File: src/rtl/uart_pkg.sv
// Shared definitions for the byte-output UART transmitter.
package uart_pkg;

  typedef enum logic [1:0] {
    StIdle  = 2'd0,
    StStart = 2'd1,
    StData  = 2'd2,
    StStop  = 2'd3
  } tx_state_e;

  localparam int unsigned CLKS_PER_BIT_DEFAULT = 868;
  localparam logic [31:0] UART_TX_ADDR         = 32'h1000_0000;

endpackage

File: src/rtl/sync_fifo.sv
// Single-clock FIFO with registered read data; push is ignored when full, pop when empty.
module sync_fifo #(
  parameter int unsigned WIDTH = 8,
  parameter int unsigned DEPTH = 16,
  localparam int unsigned AW   = $clog2(DEPTH)
) (
  input  logic             clk,
  input  logic             resetn,
  input  logic             push,
  input  logic             pop,
  input  logic [WIDTH-1:0] wdata,
  output logic [WIDTH-1:0] rdata,
  output logic             full,
  output logic             empty,
  output logic [AW:0]      level
);

  logic [WIDTH-1:0] mem [DEPTH];
  logic [AW-1:0]    wr_ptr_q, rd_ptr_q;
  logic [AW:0]      level_q;
  logic             do_push, do_pop;

  assign full    = (level_q == (AW+1)'(DEPTH));
  assign empty   = (level_q == '0);
  assign level   = level_q;
  assign do_push = push && !full;
  assign do_pop  = pop && !empty;

  always_ff @(posedge clk) begin
    if (do_push) begin
      mem[wr_ptr_q] <= wdata;
    end
  end

  always_ff @(posedge clk) begin
    if (!resetn) begin
      wr_ptr_q <= '0;
      rd_ptr_q <= '0;
      level_q  <= '0;
      rdata    <= '0;
    end else begin
      if (do_push) begin
        wr_ptr_q <= wr_ptr_q + 1'b1;
      end
      if (do_pop) begin
        rdata    <= mem[rd_ptr_q];
        rd_ptr_q <= rd_ptr_q + 1'b1;
      end
      if (do_push && !do_pop) begin
        level_q <= level_q + 1'b1;
      end else if (do_pop && !do_push) begin
        level_q <= level_q - 1'b1;
      end
    end
  end

endmodule

File: src/rtl/out_byte_uart_tx.sv
// Buffers strobed CPU output bytes and serialises them as 8N1 UART frames, LSB first.
module out_byte_uart_tx
  import uart_pkg::*;
#(
  parameter int unsigned CLKS_PER_BIT = CLKS_PER_BIT_DEFAULT,
  parameter int unsigned FIFO_DEPTH   = 16,
  localparam int unsigned LW          = $clog2(FIFO_DEPTH) + 1
) (
  input  logic          clk,
  input  logic          resetn,
  input  logic [7:0]    in_byte,
  input  logic          in_byte_en,
  input  logic          overflow_clr,
  output logic          uart_tx,
  output logic          busy,
  output logic [LW-1:0] fifo_level,
  output logic          overflow
);

  localparam int unsigned BW = $clog2(CLKS_PER_BIT);
  localparam logic [BW-1:0] BAUD_MAX = BW'(CLKS_PER_BIT - 1);

  tx_state_e     state_q, state_d;
  logic [BW-1:0] baud_q, baud_d;
  logic [2:0]    bit_q, bit_d;
  logic [7:0]    shift_q, shift_d;
  logic          tx_q, tx_d;
  logic          overflow_q, overflow_d;
  logic          fifo_pop, fifo_full, fifo_empty;
  logic [7:0]    fifo_rdata;

  sync_fifo #(
    .WIDTH (8),
    .DEPTH (FIFO_DEPTH)
  ) u_fifo (
    .clk    (clk),
    .resetn (resetn),
    .push   (in_byte_en),
    .pop    (fifo_pop),
    .wdata  (in_byte),
    .rdata  (fifo_rdata),
    .full   (fifo_full),
    .empty  (fifo_empty),
    .level  (fifo_level)
  );

  // The popped byte lands in the FIFO's read register and stays put for the whole
  // start bit, so it is moved into the shift register when the start bit ends.
  always_comb begin
    state_d  = state_q;
    baud_d   = baud_q;
    bit_d    = bit_q;
    shift_d  = shift_q;
    fifo_pop = 1'b0;
    unique case (state_q)
      StIdle: begin
        if (!fifo_empty) begin
          fifo_pop = 1'b1;
          baud_d   = BAUD_MAX;
          state_d  = StStart;
        end
      end
      StStart: begin
        if (baud_q == '0) begin
          baud_d  = BAUD_MAX;
          bit_d   = 3'd0;
          shift_d = fifo_rdata;
          state_d = StData;
        end else begin
          baud_d = baud_q - 1'b1;
        end
      end
      StData: begin
        if (baud_q == '0) begin
          baud_d = BAUD_MAX;
          if (bit_q == 3'd7) begin
            state_d = StStop;
          end else begin
            bit_d   = bit_q + 3'd1;
            shift_d = {1'b0, shift_q[7:1]};
          end
        end else begin
          baud_d = baud_q - 1'b1;
        end
      end
      StStop: begin
        if (baud_q == '0) begin
          if (!fifo_empty) begin
            fifo_pop = 1'b1;
            baud_d   = BAUD_MAX;
            state_d  = StStart;
          end else begin
            state_d = StIdle;
          end
        end else begin
          baud_d = baud_q - 1'b1;
        end
      end
      default: state_d = StIdle;
    endcase

    // Line level is computed from the next state so the registered output lines up with it.
    unique case (state_d)
      StStart: tx_d = 1'b0;
      StData:  tx_d = shift_d[0];
      default: tx_d = 1'b1;
    endcase

    if (in_byte_en && fifo_full) begin
      overflow_d = 1'b1;
    end else if (overflow_clr) begin
      overflow_d = 1'b0;
    end else begin
      overflow_d = overflow_q;
    end
  end

  always_ff @(posedge clk) begin
    if (!resetn) begin
      state_q    <= StIdle;
      baud_q     <= '0;
      bit_q      <= '0;
      shift_q    <= '0;
      tx_q       <= 1'b1;
      overflow_q <= 1'b0;
    end else begin
      state_q    <= state_d;
      baud_q     <= baud_d;
      bit_q      <= bit_d;
      shift_q    <= shift_d;
      tx_q       <= tx_d;
      overflow_q <= overflow_d;
    end
  end

  assign uart_tx  = tx_q;
  assign overflow = overflow_q;
  assign busy     = (state_q != StIdle) || (fifo_level != '0);

endmodule

File: config.mk
export PLATFORM = sky130hd
export DESIGN_NAME = out_byte_uart_tx
export DESIGN_NICKNAME = d
export VERILOG_FILES = /design/src/rtl/uart_pkg.sv /design/src/rtl/sync_fifo.sv /design/src/rtl/out_byte_uart_tx.sv
export SDC_FILE = /design/constraint.sdc
export NUM_CORES = 1
export LEC_CHECK = 0
export ABC_AREA = 1
export CAP_MARGIN = 30
export CORE_MARGIN = 8
export CORE_UTILIZATION = 61
export CTS_CLUSTER_SIZE = 10
export DETAILED_ROUTE_END_ITERATION = 10
export PLACE_DENSITY = 0.77
export SETUP_SLACK_MARGIN = 0.5
export SYNTH_ARGS = -nofsm -noshare
export SYNTH_HDL_FRONTEND = slang
export SYNTH_SLANG_ARGS = --single-unit
export TNS_END_PERCENT = 1
File: constraint.sdc
create_clock -name clk -period 4.8 [get_ports clk]
set_input_delay 0.72 -clock clk [delete_from_list [all_inputs] [get_ports clk]]
set_output_delay 0.72 -clock clk [all_outputs]
set_load 0.01 [all_outputs]
==> metrics.md, run 1 <==
| Metric | Value |
|---|---|
| Flops & latches, synth | roughly 170 |
| Crit path arrival time | between 3 and 4 ns |
| Total power density per cell area | ~560 nW/um2 |
| Placement Rows | 41 |
| Pins Over Slew Limit | 0 |
| Overall Global Routing Usage | between 20% and 30% |
| Die extent in x | between 100 and 150 um |
| Synth warn | 0 |
| Synth top area cells | edfxtp_1, dfxtp_1, nor2_1 |
| Dpl hpwl | 10.4 mm |
| Die Y | around 130 um |
| Most common cell after layout, fill and taps aside | nor2_1 |
| First-pass GRT wire length | 27.0 mm |
| Non-Filler Instances | 947 |
| Proportion of layout cells with a drive suffix above 1 | 6.06% |
| Static Leakage | slightly above 3 nW |
| Worst-Margin Slew | roughly 0.84 ns |
| Vias/cell | 5.84 |
| Fmax | approximately 0.31 GHz |
| Skew final | approximately 0.0058 ns |
| Initial antenna violation count | 0 |
| Slew HR | 43.7% |
| Final Cycle Share | around 68% |
| DR WL/cell | approximately 18 um |
| Hold-fix buffers at CTS | 0 |
| CP max stage delay | approximately 0.38 ns |
| WS Path Type | flip-flop to flip-flop |
| Most area-hungry cell type in the Yosys netlist | edfxtp_1 |
| Status | finished, final reports clean |
| CTS resizes | 0 |
| Post-synthesis sequential area ratio | 61.9% |
| Antenna viol nets, final | 0 |
| Max-cap violations | 0 |
| Worst hold path type | flip-flop to flip-flop |
| Setup-failing EPs final | 0 |
| WP buf/inv | 4 |
| DR vias | approximately 5500 |
| Critical Path Start Type | flip-flop |
| Largest net degree at the start of global routing | slightly below 70 |
| Total global routing overflow | 0 |
| Number of global-route vias before repair | approximately 5300 |
| H-tree depth | 4 |
| Inserted Clock Buffers | 17 |
| Drt first-iter violations | roughly 520 |
| GP Congestion | around 0.85 |
| Fin nets | roughly 790 |
| Max stage delay cell, worst path | dfxtp_1 |
| Worst setup EP type | flip-flop |
| Ant diodes | 0 |
| Post-CTS Setup Inserts | 0 |
| Ports | 20 |
| Initial Utilization | between 60% and 70% |
| Clock Pin Slew Worst Setup and Hold Paths | about 0.060 ns |
| Netlist cell types | 37 |
| VDD IR-drop max | between 0.3 and 0.4 mV |
| Pre-Repair DR Iteration Count | 4 |
| Critical Path RT | between 5 and 6 ns |
| Post-Route WL | about 17 mm |
| Num Clock Sinks | about 170 |
| Port bufs | 19 |
| Critical path, cell by cell | inv_1 -> ha_1 -> inv_1 -> nand2_1 -> inv_1 -> nand2_2 -> ha_1 -> inv_1 -> ha_1 -> a21o_1 -> a21oi_1 -> nor2_1 -> nor2_1 -> nand2_1 -> nand2_1 -> nand2_1 -> nor2_1 |
| Area of the core | ~12000 um2 |
| Unrepaired setup endpoints after global routing | false |
| Synth Net Count | 788 |
| Fill cell total of the finished layout | 931 |
| DRC viols | 0 |
| P&R area growth vs syn | 11.1% |
| DP Worst Slack | around 1.7 ns |
| Avg Cell Area, Syn | roughly 10 um2 |
| Clk root buf | clkbuf_16 |
| Synth top area share | between 40 and 50% |
| Mapped Area | slightly below 8000 um2 |
| Minimum clock period | roughly 3.3 ns |
| Area occupied by multi-input gates | between 2000 and 3000 um2 |
| Clk buf depth | 2 |
| Setup TNS Final | 0 ns |
| Final WS setup | approximately 1.5 ns |
| Cells after DPL | 915 |
| CTS tree | built |
| Die area | around 16000 um2 |
| Crit-path max FO | 21 |
| Clk_lat worst skew | roughly 0.43 ns |
| Syn Inst Count | between 700 and 800 |
| Most frequent cells in the layout | nor2_1, edfxtp_1, o21ai_0, nand2_1, inv_1 |
| Sequential cell area | between 4000 and 5000 um2 |
| Fin. Hold Viols | 0 |
| Largest delay share family, worst path | adder cells |
| Setup slack, reg-to-reg | 1.54 ns |
worst register-to-register path: cells and delay by family (launching register included):
family / cells / cell delay, ns
adder cells (fa/ha/maj): 3 / 1.02
AND/OR/NAND/NOR: 8 / 0.81
buffers and inverters: 4 / 0.59
AO/OA/AOI/OAI: 2 / 0.39
flip-flops: 1 / 0.38
flip-flops by register name (all words and copies together), names as in the netlist:
| signal | cells |
|---|---|
| u_fifo.mem | 128 |
| baud_q | 10 |
| shift_q | 8 |
| u_fifo.rdata | 8 |
| u_fifo.level | 5 |
| u_fifo.rd_ptr_q | 4 |
| u_fifo.wr_ptr_q | 4 |
| bit_q | 3 |
| state_q | 2 |
| overflow | 1 |
| uart_tx | 1 |
metrics by stage:
stage / area (um2) / util (%) / hold slack [ns] / power [mW]
floorplan: 7700 / - / 0.424 / 3.05
global placement: 7940 / 63.7 / 0.437 / 3.35
detailed placement: 7960 / 63.9 / 0.444 / 3.43
CTS: 8560 / 68.6 / 0.453 / 4.83
global route: 8560 / 68.6 / 0.467 / 5.11
finish: 8560 / 68.6 / 0.453 / 4.83
cell type report:
cell class                 count  share of cell area, %
clock buffer                  19                   5.06
multi-input combinational    490                   29.7
clock inverter                13                   1.86
timing repair buffer          22                   2.63
inverter                      57                   2.50
tap                          172                   2.52
sequential                   174                   55.7
per-layer routing:
layer  routed length (um)  global-route usage [%]
met1                 7090                    26.6
met2                 8230                    35.4
met3                 1170                    5.88
met4                  329                    7.76
met5                    0                       0
power by group:
part           total (mW)  internal, mW  leakage [nW]  switching [mW]
registers            1.83          1.74          1.53          0.0879
clock network        1.40         0.821         0.288           0.575
logic                1.61         0.536          1.25            1.07
total                4.83          3.10          3.07            1.73
cells by family after synthesis:
family          count (synthesis)  share of synthesized area (%)
fa+ha+maj                      19                           3.19
flops                         174                           61.9
buf+inv                        93                           5.09
simple gates                  282                           15.7
xor+xnor                        6                          0.683
compound gates                183                           13.4
synthesized netlist by cell type:
library cell and number:
a211oi_1 2, a21o_1 1, a21oi_1 46, a32oi_1 1, buf_2 13, buf_4 3, buf_6 2, clkbuf_1 18
clkinv_1 4, dfxtp_1 46, edfxtp_1 128, fa_1 1, ha_1 18, inv_1 52, inv_2 1, nand2_1 74
nand2_2 3, nand2_4 1, nand3_1 45, nand3_2 1, nand3_4 1, nand4_1 4, nor2_1 142, nor2_2 2
nor2_4 2, nor2_8 1, nor3_1 4, nor3_2 1, o211ai_1 33, o21a_1 8, o21ai_0 78, o21ai_1 12
o21bai_1 1, o31ai_1 1, or2_2 1, xnor2_1 2, xor2_1 4
final timing paths:
path / endpoint / depth (start not counted) / startpoint
min: shift_q[4] / 2 / shift_q[4]
max reg2reg: u_fifo.level[4] / 17 / state_q[0]
min reg2reg: shift_q[4] / 2 / shift_q[4]
max: u_fifo.level[4] / 17 / state_q[0]
Note: power is estimated with default switching activity, not from simulation.
==> inputs of run 2 (changes only) <==
- CORE_UTILIZATION: 61 -> 56
- PLACE_DENSITY: 0.77 -> 0.74
- clock period: 4.8 -> 2.9 ns (I/O delays scaled with it)
==> metrics.md, run 2 (synthesized netlist as in run 1, its figures left out) <==
| Metric | Value |
|---|---|
| Status | finished, final reports clean |
| Worst setup EP type | flip-flop |
| Biggest regs | u_fifo.mem (128), baud_q (10) |
| Most common cell after layout, fill and taps aside | nor2_1 |
| Area occupied by multi-input gates | 2640 um2 (+3.7%) |
| Largest Register | u_fifo.mem |
| Static Leakage | 3.27 nW (+6.3%) |
| Overall Global Routing Usage | 19.7% (-1.8 points) |
| Largest delay share family, worst path | adder cells |
| Register-to-Register Path Depth | 17 (unchanged) |
| Setup-failing EPs final | 0 (unchanged) |
| Clk root buf | clkbuf_16 |
| Die area | 17800 um2 (+7.8%) |
| Unrepaired setup endpoints after global routing | true |
| Num Clock Sinks | 174 (unchanged) |
| Total power density per cell area | 947 nW/um2 (+68%) |
| WP buf/inv | 4 (unchanged) |
| Fin nets | 826 (+4.2%) |
| Crit-path max FO | 8 (-62%) |
| Die Y | 133 um (+3.8%) |
| GP Congestion | 0.820 (-3.8%) |
| Drt first-iter violations | 653 (+26%) |
| Most frequent cells in the layout | nor2_1, edfxtp_1, o21ai_0, nand2_1 |
| Hold Path Origin | shift_q[5] |
| CP max stage delay | 0.39 ns (about the same) |
| Critical Path RT | 3.27 ns (-1.89 ns) |
| Slew HR | 52.3% (+8.6 points) |
| Vias/cell | 5.74 (-1.8%) |
| Inserted Clock Buffers | 17 (unchanged) |
| Port bufs | 19 (unchanged) |
| CTS tree | built |
| Critical Path Start Type | flip-flop |
| Pins Over Slew Limit | 0 (unchanged) |
| Clock Pin Slew Worst Setup and Hold Paths | 0.06 ns (about the same) |
| Ant diodes | 0 (unchanged) |
| Dpl hpwl | 10.9 mm (+5.0%) |
| Hold Path End | shift_q[5] |
| Largest net degree at the start of global routing | 36 (-47%) |
| Hold-fix buffers at CTS | 0 (unchanged) |
| Final WS setup | 0.517 ns (-1.02 ns) |
| DRC viols | 0 (unchanged) |
| DP Worst Slack | 0.273 ns (-1.42 ns) |
| DR WL/cell | 17.3 um (-2.6%) |
| Max-cap violations | 0 (unchanged) |
| Worst-Margin Slew | 0.714 ns (-0.128 ns) |
| Core Util, Final | 65.7% (-3.0 points) |
| Area of the core | 13700 um2 (+9.6%) |
| P&R area growth vs syn | 16.6% |
| Worst hold path type | flip-flop to flip-flop |
| Pre-Repair DR Iteration Count | 5 (+1) |
| Sequential cell area | 4780 um2 (+0.21%) |
| Initial Utilization | 56.3% (-5.4 points) |
| Total global routing overflow | 0 (unchanged) |
| RR Endpoint | u_fifo.level[4] |
| Proportion of layout cells with a drive suffix above 1 | 13.2% (+7.1 points) |
| WS Path Type | flip-flop to flip-flop |
| First-pass GRT wire length | 27.2 mm (+0.77%) |
| Setup slack, reg-to-reg | 0.52 ns (-1.02 ns) |
| Clk_lat worst skew | 0.43 ns (about the same) |
| Setup TNS Final | 0 ns (unchanged) |
| Hold path cells | 2 (unchanged) |
| Clk buf depth | 2 (unchanged) |
| DR vias | 5658 (+2.3%) |
| Fmax | 0.420 GHz (+37%) |
| Max stage delay cell, worst path | fa_2 |
| Skew final | 0.00903 ns (+0.00327 ns) |
| Ports | 20 (unchanged) |
| Post-Route WL | 17.1 mm (+1.5%) |
| VDD IR-drop max | 0.584 mV (+77%) |
| Minimum clock period | 2.38 ns (-0.877 ns) |
| R2R Path Start | state_q[0] |
| H-tree depth | 4 (unchanged) |
| Antenna viol nets, final | 0 (unchanged) |
| Placement Rows | 43 (+4.9%) |
| Initial antenna violation count | 0 (unchanged) |
| Critical path, cell by cell | inv_4 -> ha_4 -> inv_6 -> nand2_2 -> inv_2 -> nand2_4 -> ha_4 -> inv_4 -> fa_2 -> a21o_1 -> a21oi_2 -> nor2_1 -> nor2_1 -> nand2_1 -> nand2_1 -> nand2_1 -> nor2_1 |
| Fin. Hold Viols | 0 (unchanged) |
| Final Cycle Share | 82.2% (+14 points) |
| Crit path arrival time | 2.75 ns (-0.87 ns) |
| Max reg flops | 128 (unchanged) |
| Number of global-route vias before repair | 5371 (+0.49%) |
| Fill cell total of the finished layout | 1035 (+11%) |
| Die extent in x | 133 um (+3.8%) |
[run 2: changes by cell type in the layout (fill, tap and decap cells not counted), moves of 3 or more]
cell,delta
buf_4,+33
inv_1,-7
ha_1,-5
dfxtp_1,-4
ha_4,+4
clkinv_1,-3
inv_2,+3
inv_4,+3
[run 2: metrics by stage]
step	total power, mW	cells	hold WS [ns]	area, um2
floorplan	5.10	757	0.424	7730
global placement	5.67	944	0.435	8160
detailed placement	5.78	944	0.441	8160
CTS	8.33	977	0.453	8850
global route	9.01	986	0.467	8970
finish	8.50	986	0.454	8970
[run 2: report_power, final]
group	leakage [nW]	internal [mW]	switching (mW)
logic	1.43	1.11	1.80
registers	1.54	2.89	0.248
clock network	0.306	1.52	0.931
total	3.27	5.53	2.98
[run 2: timing repair]
item	in CTS	in global routing
gates cloned	0	0
endpoints found under the hold margin	0	0
resized for setup	8	17
buffers inserted	3	9
setup endpoints to repair	3	3
pin swaps	3	11
[run 2: tightest hold or removal path: cells and delay by family, from the launching register on]
kind | cells | cell delay (ns)
DFF | 1 | 0.31
AOI/OAI and AO/OA | 1 | 0.05
buffers and inverters | 1 | 0.05
[run 2: per-layer routing]
metal  routed length (um)  vias to the layer above  global-route usage [%]
met4                  430                        0                    9.42
met3                 1230                       35                    4.86
met5                    0                        -                       0
met2                 8190                      235                    31.0
li1                     -                     2704                       -
met1                 7220                     2684                    25.0
[run 2: worst max path at each step]
stage	start	endpoint	slack (ns)	cells past startpoint
2_1_floorplan	state_q[0]	u_fifo.level[4]	0.52	17
3_3_place_gp	in_byte_en	u_fifo.level[4]	0.36	13
3_5_place_dp	in_byte_en	u_fifo.level[3]	0.27	12
4_1_cts	state_q[1]	u_fifo.level[4]	0.50	16
5_1_grt	u_fifo.level[0]	u_fifo.level[4]	0.42	16
6_report	state_q[0]	u_fifo.level[4]	0.52	17
[run 2: final cells by class]
type,instances,area share (%)
sequential,174,53.2
clock buffer,17,4.74
multi-input combinational,490,29.4
inverter,57,2.54
timing repair buffer,55,5.27
tap,180,2.51
clock inverter,13,2.34
